[src/rtl/uart_rx_cfg_if.sv]
// Receive-side bundle of the configurable UART receiver.
// The receiver drives it through the master modport; downstream logic reads it through the slave modport.
interface uart_rx_cfg_if #(
  parameter int NB_DATA = 8
);
  logic [NB_DATA-1:0] o_data;
  logic               o_valid;
  logic               o_parity_err;
  logic               o_frame_err;
  logic               o_busy;

  modport master (
    output o_data,
    output o_valid,
    output o_parity_err,
    output o_frame_err,
    output o_busy
  );

  modport slave (
    input o_data,
    input o_valid,
    input o_parity_err,
    input o_frame_err,
    input o_busy
  );
endinterface

[src/rtl/uart_rx_cfg.sv]
// Oversampled UART receiver: configurable width, parity and stop bits.
// Uses 3-sample majority voting and recovers from a break through a wait-for-idle state.
module uart_rx_cfg #(
  parameter int NB_DATA    = 8,
  parameter int N_TICKS    = 16,
  parameter int PARITY_EN  = 0,
  parameter int PARITY_ODD = 0,
  parameter int NB_STOP    = 1
) (
  input  logic           i_clk,
  input  logic           i_reset,
  input  logic           i_tick,
  input  logic           i_rx_data,
  uart_rx_cfg_if.master  rx_if
);

  localparam int TW = $clog2(N_TICKS);
  localparam int BW = $clog2(NB_DATA + 1);

  localparam logic [TW-1:0] CNT_HALF = TW'(N_TICKS / 2 - 1);
  localparam logic [TW-1:0] CNT_S0   = TW'(N_TICKS - 3);
  localparam logic [TW-1:0] CNT_S1   = TW'(N_TICKS - 2);
  localparam logic [TW-1:0] CNT_LAST = TW'(N_TICKS - 1);
  localparam logic [BW-1:0] BIT_LAST  = BW'(NB_DATA - 1);
  localparam logic [BW-1:0] STOP_LAST = BW'(NB_STOP - 1);
  localparam logic          ODD_PAR   = (PARITY_ODD != 0);
  localparam logic          HAS_PAR   = (PARITY_EN != 0);

  localparam logic [2:0] ST_IDLE      = 3'd0;
  localparam logic [2:0] ST_START     = 3'd1;
  localparam logic [2:0] ST_DATA      = 3'd2;
  localparam logic [2:0] ST_PARITY    = 3'd3;
  localparam logic [2:0] ST_STOP      = 3'd4;
  localparam logic [2:0] ST_DONE      = 3'd5;
  localparam logic [2:0] ST_WAIT_IDLE = 3'd6;

  logic [1:0]         sync_reg;
  logic               rx_sync;
  logic [2:0]         state_reg,  state_next;
  logic [TW-1:0]      cnt_reg,    cnt_next;
  logic [BW-1:0]      bit_reg,    bit_next;
  logic [NB_DATA-1:0] shift_reg,  shift_next;
  logic [NB_DATA-1:0] data_reg,   data_next;
  logic [1:0]         samp_reg,   samp_next;
  logic               perr_reg,   perr_next;
  logic               ferr_reg,   ferr_next;
  logic               sampling;
  logic               bit_done;
  logic               bit_val;

  // Two-flop synchroniser; it resets to the idle (high) line level.
  always_ff @(posedge i_clk) begin
    if (i_reset) begin
      sync_reg <= 2'b11;
    end else begin
      sync_reg <= {sync_reg[0], i_rx_data};
    end
  end

  assign rx_sync = sync_reg[1];

  assign sampling = (state_reg == ST_DATA) || (state_reg == ST_PARITY) ||
                    (state_reg == ST_STOP);
  assign bit_done = sampling && i_tick && (cnt_reg == CNT_LAST);
  // The third vote is the live sample taken on the resolving tick itself.
  assign bit_val  = (samp_reg[0] & samp_reg[1]) | (samp_reg[0] & rx_sync) |
                    (samp_reg[1] & rx_sync);

  always_comb begin
    state_next = state_reg;
    cnt_next   = cnt_reg;
    bit_next   = bit_reg;
    shift_next = shift_reg;
    data_next  = data_reg;
    samp_next  = samp_reg;
    perr_next  = perr_reg;
    ferr_next  = ferr_reg;

    if (sampling && i_tick) begin
      if (cnt_reg == CNT_S0) samp_next[0] = rx_sync;
      if (cnt_reg == CNT_S1) samp_next[1] = rx_sync;
      cnt_next = (cnt_reg == CNT_LAST) ? '0 : cnt_reg + TW'(1);
    end

    if (state_reg == ST_DONE) begin
      state_next = ferr_reg ? ST_WAIT_IDLE : ST_IDLE;
    end else if (i_tick) begin
      case (state_reg)
        ST_IDLE: begin
          if (!rx_sync) begin
            state_next = ST_START;
            cnt_next   = '0;
            bit_next   = '0;
            perr_next  = 1'b0;
            ferr_next  = 1'b0;
          end
        end
        ST_START: begin
          if (cnt_reg == CNT_HALF) begin
            cnt_next   = '0;
            state_next = rx_sync ? ST_IDLE : ST_DATA;
          end else begin
            cnt_next = cnt_reg + TW'(1);
          end
        end
        ST_DATA: begin
          if (bit_done) begin
            shift_next = {bit_val, shift_reg[NB_DATA-1:1]};
            if (bit_reg == BIT_LAST) begin
              bit_next   = '0;
              state_next = HAS_PAR ? ST_PARITY : ST_STOP;
            end else begin
              bit_next = bit_reg + BW'(1);
            end
          end
        end
        ST_PARITY: begin
          if (bit_done) begin
            if (bit_val != ((^shift_reg) ^ ODD_PAR)) perr_next = 1'b1;
            state_next = ST_STOP;
          end
        end
        ST_STOP: begin
          if (bit_done) begin
            // A low stop bit ends the frame at once; remaining stop bits are not awaited.
            if (!bit_val) begin
              ferr_next  = 1'b1;
              data_next  = shift_reg;
              state_next = ST_DONE;
            end else if (bit_reg == STOP_LAST) begin
              data_next  = shift_reg;
              state_next = ST_DONE;
            end else begin
              bit_next = bit_reg + BW'(1);
            end
          end
        end
        ST_WAIT_IDLE: begin
          if (rx_sync) state_next = ST_IDLE;
        end
        default: state_next = ST_IDLE;
      endcase
    end
  end

  always_ff @(posedge i_clk) begin
    if (i_reset) begin
      state_reg <= ST_IDLE;
      cnt_reg   <= '0;
      bit_reg   <= '0;
      shift_reg <= '0;
      data_reg  <= '0;
      samp_reg  <= '0;
      perr_reg  <= 1'b0;
      ferr_reg  <= 1'b0;
    end else begin
      state_reg <= state_next;
      cnt_reg   <= cnt_next;
      bit_reg   <= bit_next;
      shift_reg <= shift_next;
      data_reg  <= data_next;
      samp_reg  <= samp_next;
      perr_reg  <= perr_next;
      ferr_reg  <= ferr_next;
    end
  end

  assign rx_if.o_data       = data_reg;
  assign rx_if.o_valid      = (state_reg == ST_DONE);
  assign rx_if.o_parity_err = (state_reg == ST_DONE) && perr_reg;
  assign rx_if.o_frame_err  = (state_reg == ST_DONE) && ferr_reg;
  assign rx_if.o_busy       = (state_reg != ST_IDLE);

endmodule

[src/flat_wrapper.sv]
// flat-port wrapper written by rule: the top's interface ports become plain ports
module uart_rx_cfg_flat 
#(
  parameter int NB_DATA    = 8,
  parameter int N_TICKS    = 16,
  parameter int PARITY_EN  = 0,
  parameter int PARITY_ODD = 0,
  parameter int NB_STOP    = 1
)
  (i_clk, i_reset, i_tick, i_rx_data, rx_if_o_data, rx_if_o_valid, rx_if_o_parity_err, rx_if_o_frame_err, rx_if_o_busy);
  uart_rx_cfg_if #(.NB_DATA(NB_DATA)) rx_if_i ();
  input  logic i_clk;
  input  logic i_reset;
  input  logic i_tick;
  input  logic i_rx_data;
  output wire logic [$bits(rx_if_i.o_data)-1:0] rx_if_o_data;
  output wire logic [$bits(rx_if_i.o_valid)-1:0] rx_if_o_valid;
  output wire logic [$bits(rx_if_i.o_parity_err)-1:0] rx_if_o_parity_err;
  output wire logic [$bits(rx_if_i.o_frame_err)-1:0] rx_if_o_frame_err;
  output wire logic [$bits(rx_if_i.o_busy)-1:0] rx_if_o_busy;
  assign rx_if_o_data = rx_if_i.o_data;
  assign rx_if_o_valid = rx_if_i.o_valid;
  assign rx_if_o_parity_err = rx_if_i.o_parity_err;
  assign rx_if_o_frame_err = rx_if_i.o_frame_err;
  assign rx_if_o_busy = rx_if_i.o_busy;
  uart_rx_cfg #(.NB_DATA(NB_DATA), .N_TICKS(N_TICKS), .PARITY_EN(PARITY_EN), .PARITY_ODD(PARITY_ODD), .NB_STOP(NB_STOP)) u_core (.i_clk(i_clk), .i_reset(i_reset), .i_tick(i_tick), .i_rx_data(i_rx_data), .rx_if(rx_if_i));
endmodule
[config.mk]
export PLATFORM = sky130hd
export DESIGN_NAME = uart_rx_cfg_flat
export DESIGN_NICKNAME = d
export VERILOG_FILES = /design/src/rtl/uart_rx_cfg_if.sv /design/src/rtl/uart_rx_cfg.sv /design/src/flat_wrapper.sv
export SDC_FILE = /design/constraint.sdc
export NUM_CORES = 1
export LEC_CHECK = 0
export CAP_MARGIN = 20
export CORE_ASPECT_RATIO = 0.5
export CORE_MARGIN = 1
export CORE_UTILIZATION = 56
export CTS_CLUSTER_DIAMETER = 40
export CTS_CLUSTER_SIZE = 16
export DETAILED_ROUTE_END_ITERATION = 12
export GPL_ROUTABILITY_DRIVEN = 0
export PLACE_DENSITY_LB_ADDON = 0.05
export SYNTH_ARGS = -nofsm -noshare
export SYNTH_HDL_FRONTEND = slang
export SYNTH_SLANG_ARGS = --single-unit
[constraint.sdc]
create_clock -name i_clk -period 2.45 [get_ports i_clk]
set_clock_uncertainty 0.05 [all_clocks]
set_input_delay 0.49 -clock i_clk [delete_from_list [all_inputs] [get_ports i_clk]]
set_output_delay 0.49 -clock i_clk [all_outputs]
set_load 0.02 [all_outputs]
* Word level (Yosys, flattened, before mapping)
Index checks and enable logic that the tools add are counted.
** Storage, ports and cells
- Flip-flop bits (word level) :: 33
- Logic and storage cells :: 106
- Output and inout port bits :: 12
** Operators by class
- Bitwise logic cells :: 6
- Add/subtract/negate cells :: 2
- Reductions and logical operators :: 22
- Multiplexer cells :: 37
- Equality and inequality tests :: 29
** Operators by type and width (count)
- $mux W4 :: 12
- $mux W3 :: 12
- $pmux W3 S6 :: 1
- $mux W8 :: 2
- $ne A3 B2 Y1 const B :: 5
- $eq A4 B4 Y1 const B :: 3
- $pmux W4 S3 :: 1
- $reduce_and A6 Y1 :: 2
- $ne A2 B2 Y1 const B :: 5
- $eq A3 B3 Y1 const B :: 3
- $reduce_and A9 Y1 :: 1
- $add A4 B1 Y4 const B :: 2
- $eq A4 B3 Y1 const B :: 2
- $ne A2 B1 Y1 const B :: 4
- $pmux W4 S2 :: 1
- $reduce_and A8 Y1 :: 1
- $reduce_xor A8 Y1 :: 1
- $eq A3 B2 Y1 const B :: 2
- $ne A3 B3 Y1 const B :: 2
- $reduce_bool A2 Y1 :: 3
- $reduce_bool A3 Y1 :: 2
- $mux W1 :: 5
- $reduce_and A5 Y1 :: 1
- $logic_and A1 B1 Y1 :: 4
- other kinds (13) :: 19

* Depth between registers and ports, before layout
Gate-level depths: netlist of run 1.
- Word-level depth :: 9
- Mapped depth :: 8

* Worst setup path after synthesis of run 1
No wires, ideal clock.
- Path type :: register to register
- Start point :: register u_core.bit_reg[0]
- End point :: register u_core.data_reg[0], in the netlist u_core.rx_if.o_data[0]
- Stages on the path, launching flop included :: 8
- Data arrival time :: 1.650 ns
- Setup slack :: 0.622 ns
- Path buffers :: 0
- Path through :: dfxtp_1 inv_1 ha_1 or3b_2 a21o_1 nor2_4 mux2i_1 nor2_1
** On the way
- Cells in the longest elaborated chain, start to end :: 3
** RTL lines
- start, declared :: line uart_rx_cfg.sv:41 : logic [BW-1:0] bit_reg, bit_next;
- start signal, assigned :: line uart_rx_cfg.sv:159 : bit_reg <= bit_next;
- $logic_not A4 Y1 :: line uart_rx_cfg.sv:130 : end else if (bit_reg == STOP_LAST) begin
- $ne A2 B2 Y1 (no line)
- $reduce_and A5 Y1 (no line)
- end signal, assigned :: line uart_rx_cfg.sv:161 : data_reg <= data_next;
- end, declared :: line uart_rx_cfg.sv:43 : logic [NB_DATA-1:0] data_reg, data_next;
Every way passes these cells.
A chain may end at the register's enable or synchronous reset.

* Final worst setup path of run 1
- Start point :: register u_core.state_reg[1]
- End point :: output rx_if_o_parity_err
** On the way
- Cells in the longest elaborated chain, start to end :: 2
** RTL lines
- start, declared :: line uart_rx_cfg.sv:39 : logic [2:0] state_reg, state_next;
- start signal, assigned :: line uart_rx_cfg.sv:157 : state_reg <= state_next;
- $eq A3 B3 Y1 :: line uart_rx_cfg.sv:170 : assign rx_if.o_parity_err = (state_reg == ST_DONE) && perr_reg;
- $logic_and A1 B1 Y1 :: line uart_rx_cfg.sv:170
- end, declared :: line flat_wrapper.sv:18 : output wire logic [$bits(rx_if_i.o_parity_err)-1:0] rx_if_o_parity_err;
Every way passes these cells.

==> run metrics, run 1 <==
setup slack, reg-to-reg 0.40 ns; R2R depth 6; Worst EP required 1.91 ns; insertion delay to the later sink of the worst-skew pair 0.29 ns; HP Start u_core.sync_reg[0]$_SDFF_PP1_; Pwr per Cell Area 556 nW/um^2; deepest clock path buffer count 2; hold buffer count at CTS 0; Core Area 3010 sq um; Flop pwr share 47.1%; Slew @ Worst Pin 0.495 ns; Post-DRT Antenna Nets 0; switching part of the total 22.3%; maximum vdd drop 373 uV; commonest cells after routing, fill and taps aside dfxtp_1, nor2_1, mux2i_1; Synth Register Bits 33; Post-Place Setup Slack 0.210 ns; H-tree levels 2; # diodes 0; MaxCap Viol Count 0; drt total wl 3580 um; post-DP HPWL 2510 um; worst min-delay path endpoint u_core.sync_reg[1]$_SDFF_PP1_; R2R Path Start u_core.cnt_reg[0]$_SDFF_PP0_; fin crit share 95.2%; Post-route DRC 0; DR pass1 iterations 4; Pint 0.898 mW; Async SR Flop Fraction 0%; max frequency 429 MHz; Leak 0.833 nW; Yosys warnings 0; crit-path max FO 10; Clock Power Share 47.3%; Die Span X 81.7 um; CTS resizes 1; wire per inst 13.9 um; vias per cell 5.71; first-pass GRT wire length 5980 um; Hold Path Stages 1; Mapped Area 1780 sq um; Syn Inst Count 201; HP Class reg2reg; # port buffers 15; initial core utilization 59.0%; Worst path max stage delay 0.60 ns; Finished Layout Cells 257; Final nets 225; Die ar. 3420 sq um; Area Growth Syn to Fin 17.0%; Crit Path Category reg2out; largest net degree at the start of global routing 20; fillcell total 246; FF-to-FF End u_core.state_reg[2]$_SDFFE_PP0P_; Max-slew headroom 66.8%; total CTS buffers 5; sequential area share after synthesis 37.2%; fin worst setup slack 0.119 ns; Hold Fails Final Rpt 0; area of the multi-input gates 1030 sq um; via count of the routed design 1468; total power 1.16 mW; vias in the first global route 1289; fin crit period 2.33 ns; Crit. End Element primary output; clock sink count 33; Setup TNS 0 ns; Comb power frac 5.6%; Worst Setup Start Kind register; total track usage 23.7%; post-synthesis cell type count 49; number of synthesized flops with an enable pin 0; most common cell after layout, fill and taps aside dfxtp_1; RSZ-0062 raised after global routing no; Iter 0 DRT Violations 163; boundary pin count 16; Post-CTS Setup Inserts 0; Main synth FF type dfxtp_1; FF+latch area 661 sq um; clk slew on worst S/H paths 0.07 ns; Worst Path Arrival 1.79 ns; Slew Limit Fails 0; Cell Rows 14; total net switching power 0.258 mW; Post-Place Cells 249; initial antenna violation count 0; Avg Inst Size Synth 8.84 sq um; TritonCTS clock tree yes; # setup viols final 0; critical-path cell list nor2b_2 > and3_1 > clkdlybuf4s50_1; critical path's slowest cell clkdlybuf4s50_1; status completed; Die H 41.8 um; gr ovfl total 0; Syn Nets 210; layout cells sized above 1 10.1%; root buffer cell clkbuf_8
cells in the mapped netlist, types with 2 or more instances:
library cell | n | area [sq um]
o21a_1 | 5 | 37.5
nand4_1 | 3 | 18.8
nand2_1 | 8 | 30.0
buf_2 | 4 | 20.0
clkbuf_1 | 7 | 26.3
o21ai_0 | 3 | 15.0
nor3b_1 | 5 | 37.5
a21oi_1 | 9 | 45.0
nand3b_1 | 2 | 15.0
nand3_1 | 6 | 30.0
and3_1 | 4 | 25.0
a211oi_1 | 3 | 22.5
or3_1 | 2 | 12.5
ha_1 | 5 | 62.6
nor3_1 | 2 | 10.0
a21o_1 | 4 | 30.0
nor2_1 | 24 | 90.1
nand2b_1 | 3 | 18.8
xnor2_1 | 8 | 70.1
or2_2 | 3 | 18.8
o31ai_1 | 3 | 22.5
dfxtp_1 | 33 | 661
mux2i_1 | 20 | 200
and2_1 | 2 | 12.5
inv_1 | 7 | 26.3
nor2b_1 | 3 | 18.8
worst max-delay path by stage:
stage | from | to | slack (ns)
detailed placement | i_tick | u_core.rx_if.o_data[5]$_SDFFE_PP0P_ | 0.21
floorplan | u_core.bit_reg[0]$_SDFFE_PP0P_ | u_core.rx_if.o_data[0]$_SDFFE_PP0P_ | 0.62
CTS | u_core.state_reg[1]$_SDFFE_PP0P_ | rx_if_o_parity_err | 0.12
global route | u_core.state_reg[1]$_SDFFE_PP0P_ | rx_if_o_parity_err | 0.05
global placement | i_tick | u_core.rx_if.o_data[2]$_SDFFE_PP0P_ | 0.26
finish | u_core.state_reg[1]$_SDFFE_PP0P_ | rx_if_o_parity_err | 0.12
power by group through the flow:
stage          Combinational (mW)  Sequential (mW)  Clock, mW
2_1_floorplan              0.0424            0.556          0
3_3_place_gp               0.0629            0.557          0
3_5_place_dp               0.0632            0.557          0
4_1_cts                    0.0640            0.544      0.555
5_1_grt                    0.0695            0.545      0.573
6_report                   0.0646            0.544      0.546
critical path: cells and delay by family (launching register included):
family | cells | cell delay [ns]
buffers and inverters | 1 | 0.60
DFF | 1 | 0.40
and+or+nand+nor | 2 | 0.50
cell families (layout without fill, tap and decap cells):
family | count (synthesis) | after routing | share of synthesized area [%]
buffers and inverters | 19 | 35 | 4.72
AO/OA/AOI/OAI | 39 | 39 | 15.4
flip-flops | 33 | 33 | 37.2
AND/OR/NAND/NOR | 75 | 75 | 23.0
multiplexers | 20 | 20 | 11.3
XOR/XNOR | 9 | 9 | 4.44
adder cells (fa/ha/maj) | 6 | 6 | 4.08
stage by stage:
| stage | instance area (sq um) | hold WS (ns) | utilization (%) |
|---|---|---|---|
| 2_1_floorplan | 1780 | 0.339 | - |
| 5_1_grt | 2080 | 0.376 | 69.0 |
| 6_report | 2080 | 0.364 | 69.0 |
| 3_3_place_gp | 1960 | 0.344 | 65.0 |
| 3_5_place_dp | 1960 | 0.348 | 65.0 |
| 4_1_cts | 2080 | 0.365 | 69.0 |
cell type report:
| type | count | area share [%] |
|---|---|---|
| clock inverters | 2 | 1.81 |
| flip-flops and latches | 33 | 31.8 |
| clock buffers | 6 | 3.97 |
| repair buffers | 20 | 9.03 |
| inverters | 7 | 1.26 |
| multi-input cells | 149 | 49.8 |
| well taps | 40 | 2.41 |
per-layer routing:
| metal | share of wire, % | vias to the layer above | wire length, um | track usage [%] |
|---|---|---|---|---|
| li1 | - | 741 | - | - |
| met1 | 50 | 672 | 1780 | 33.0 |
| met2 | 41 | 48 | 1460 | 33.7 |
| met3 | 7.8 | 7 | 278 | 7.25 |
| met4 | 1.7 | 0 | 62 | 10.2 |
| met5 | 0 | - | 0 | 0 |
(Power assumes the default switching activity.)
==> run 2: changes to the inputs <==
--- a/config.mk
+++ b/config.mk
@@ -7,13 +7,13 @@
 export LEC_CHECK = 0
 export CAP_MARGIN = 20
 export CORE_ASPECT_RATIO = 0.5
-export CORE_MARGIN = 1
 export CORE_UTILIZATION = 56
 export CTS_CLUSTER_DIAMETER = 40
 export CTS_CLUSTER_SIZE = 16
 export DETAILED_ROUTE_END_ITERATION = 12
 export GPL_ROUTABILITY_DRIVEN = 0
 export PLACE_DENSITY_LB_ADDON = 0.05
+export SKIP_CTS_REPAIR_TIMING = 1
 export SYNTH_ARGS = -nofsm -noshare
 export SYNTH_HDL_FRONTEND = slang
 export SYNTH_SLANG_ARGS = --single-unit
==> results of run 2 <==
The final DEF is identical to that of run 1; final timing and power are the same.
Among the figures that moved: wire length of the first global-routing pass 5980 um -> 5990 um; via count of the first global-routing pass 1289 -> 1290; met2 usage 33.7% -> 33.8%
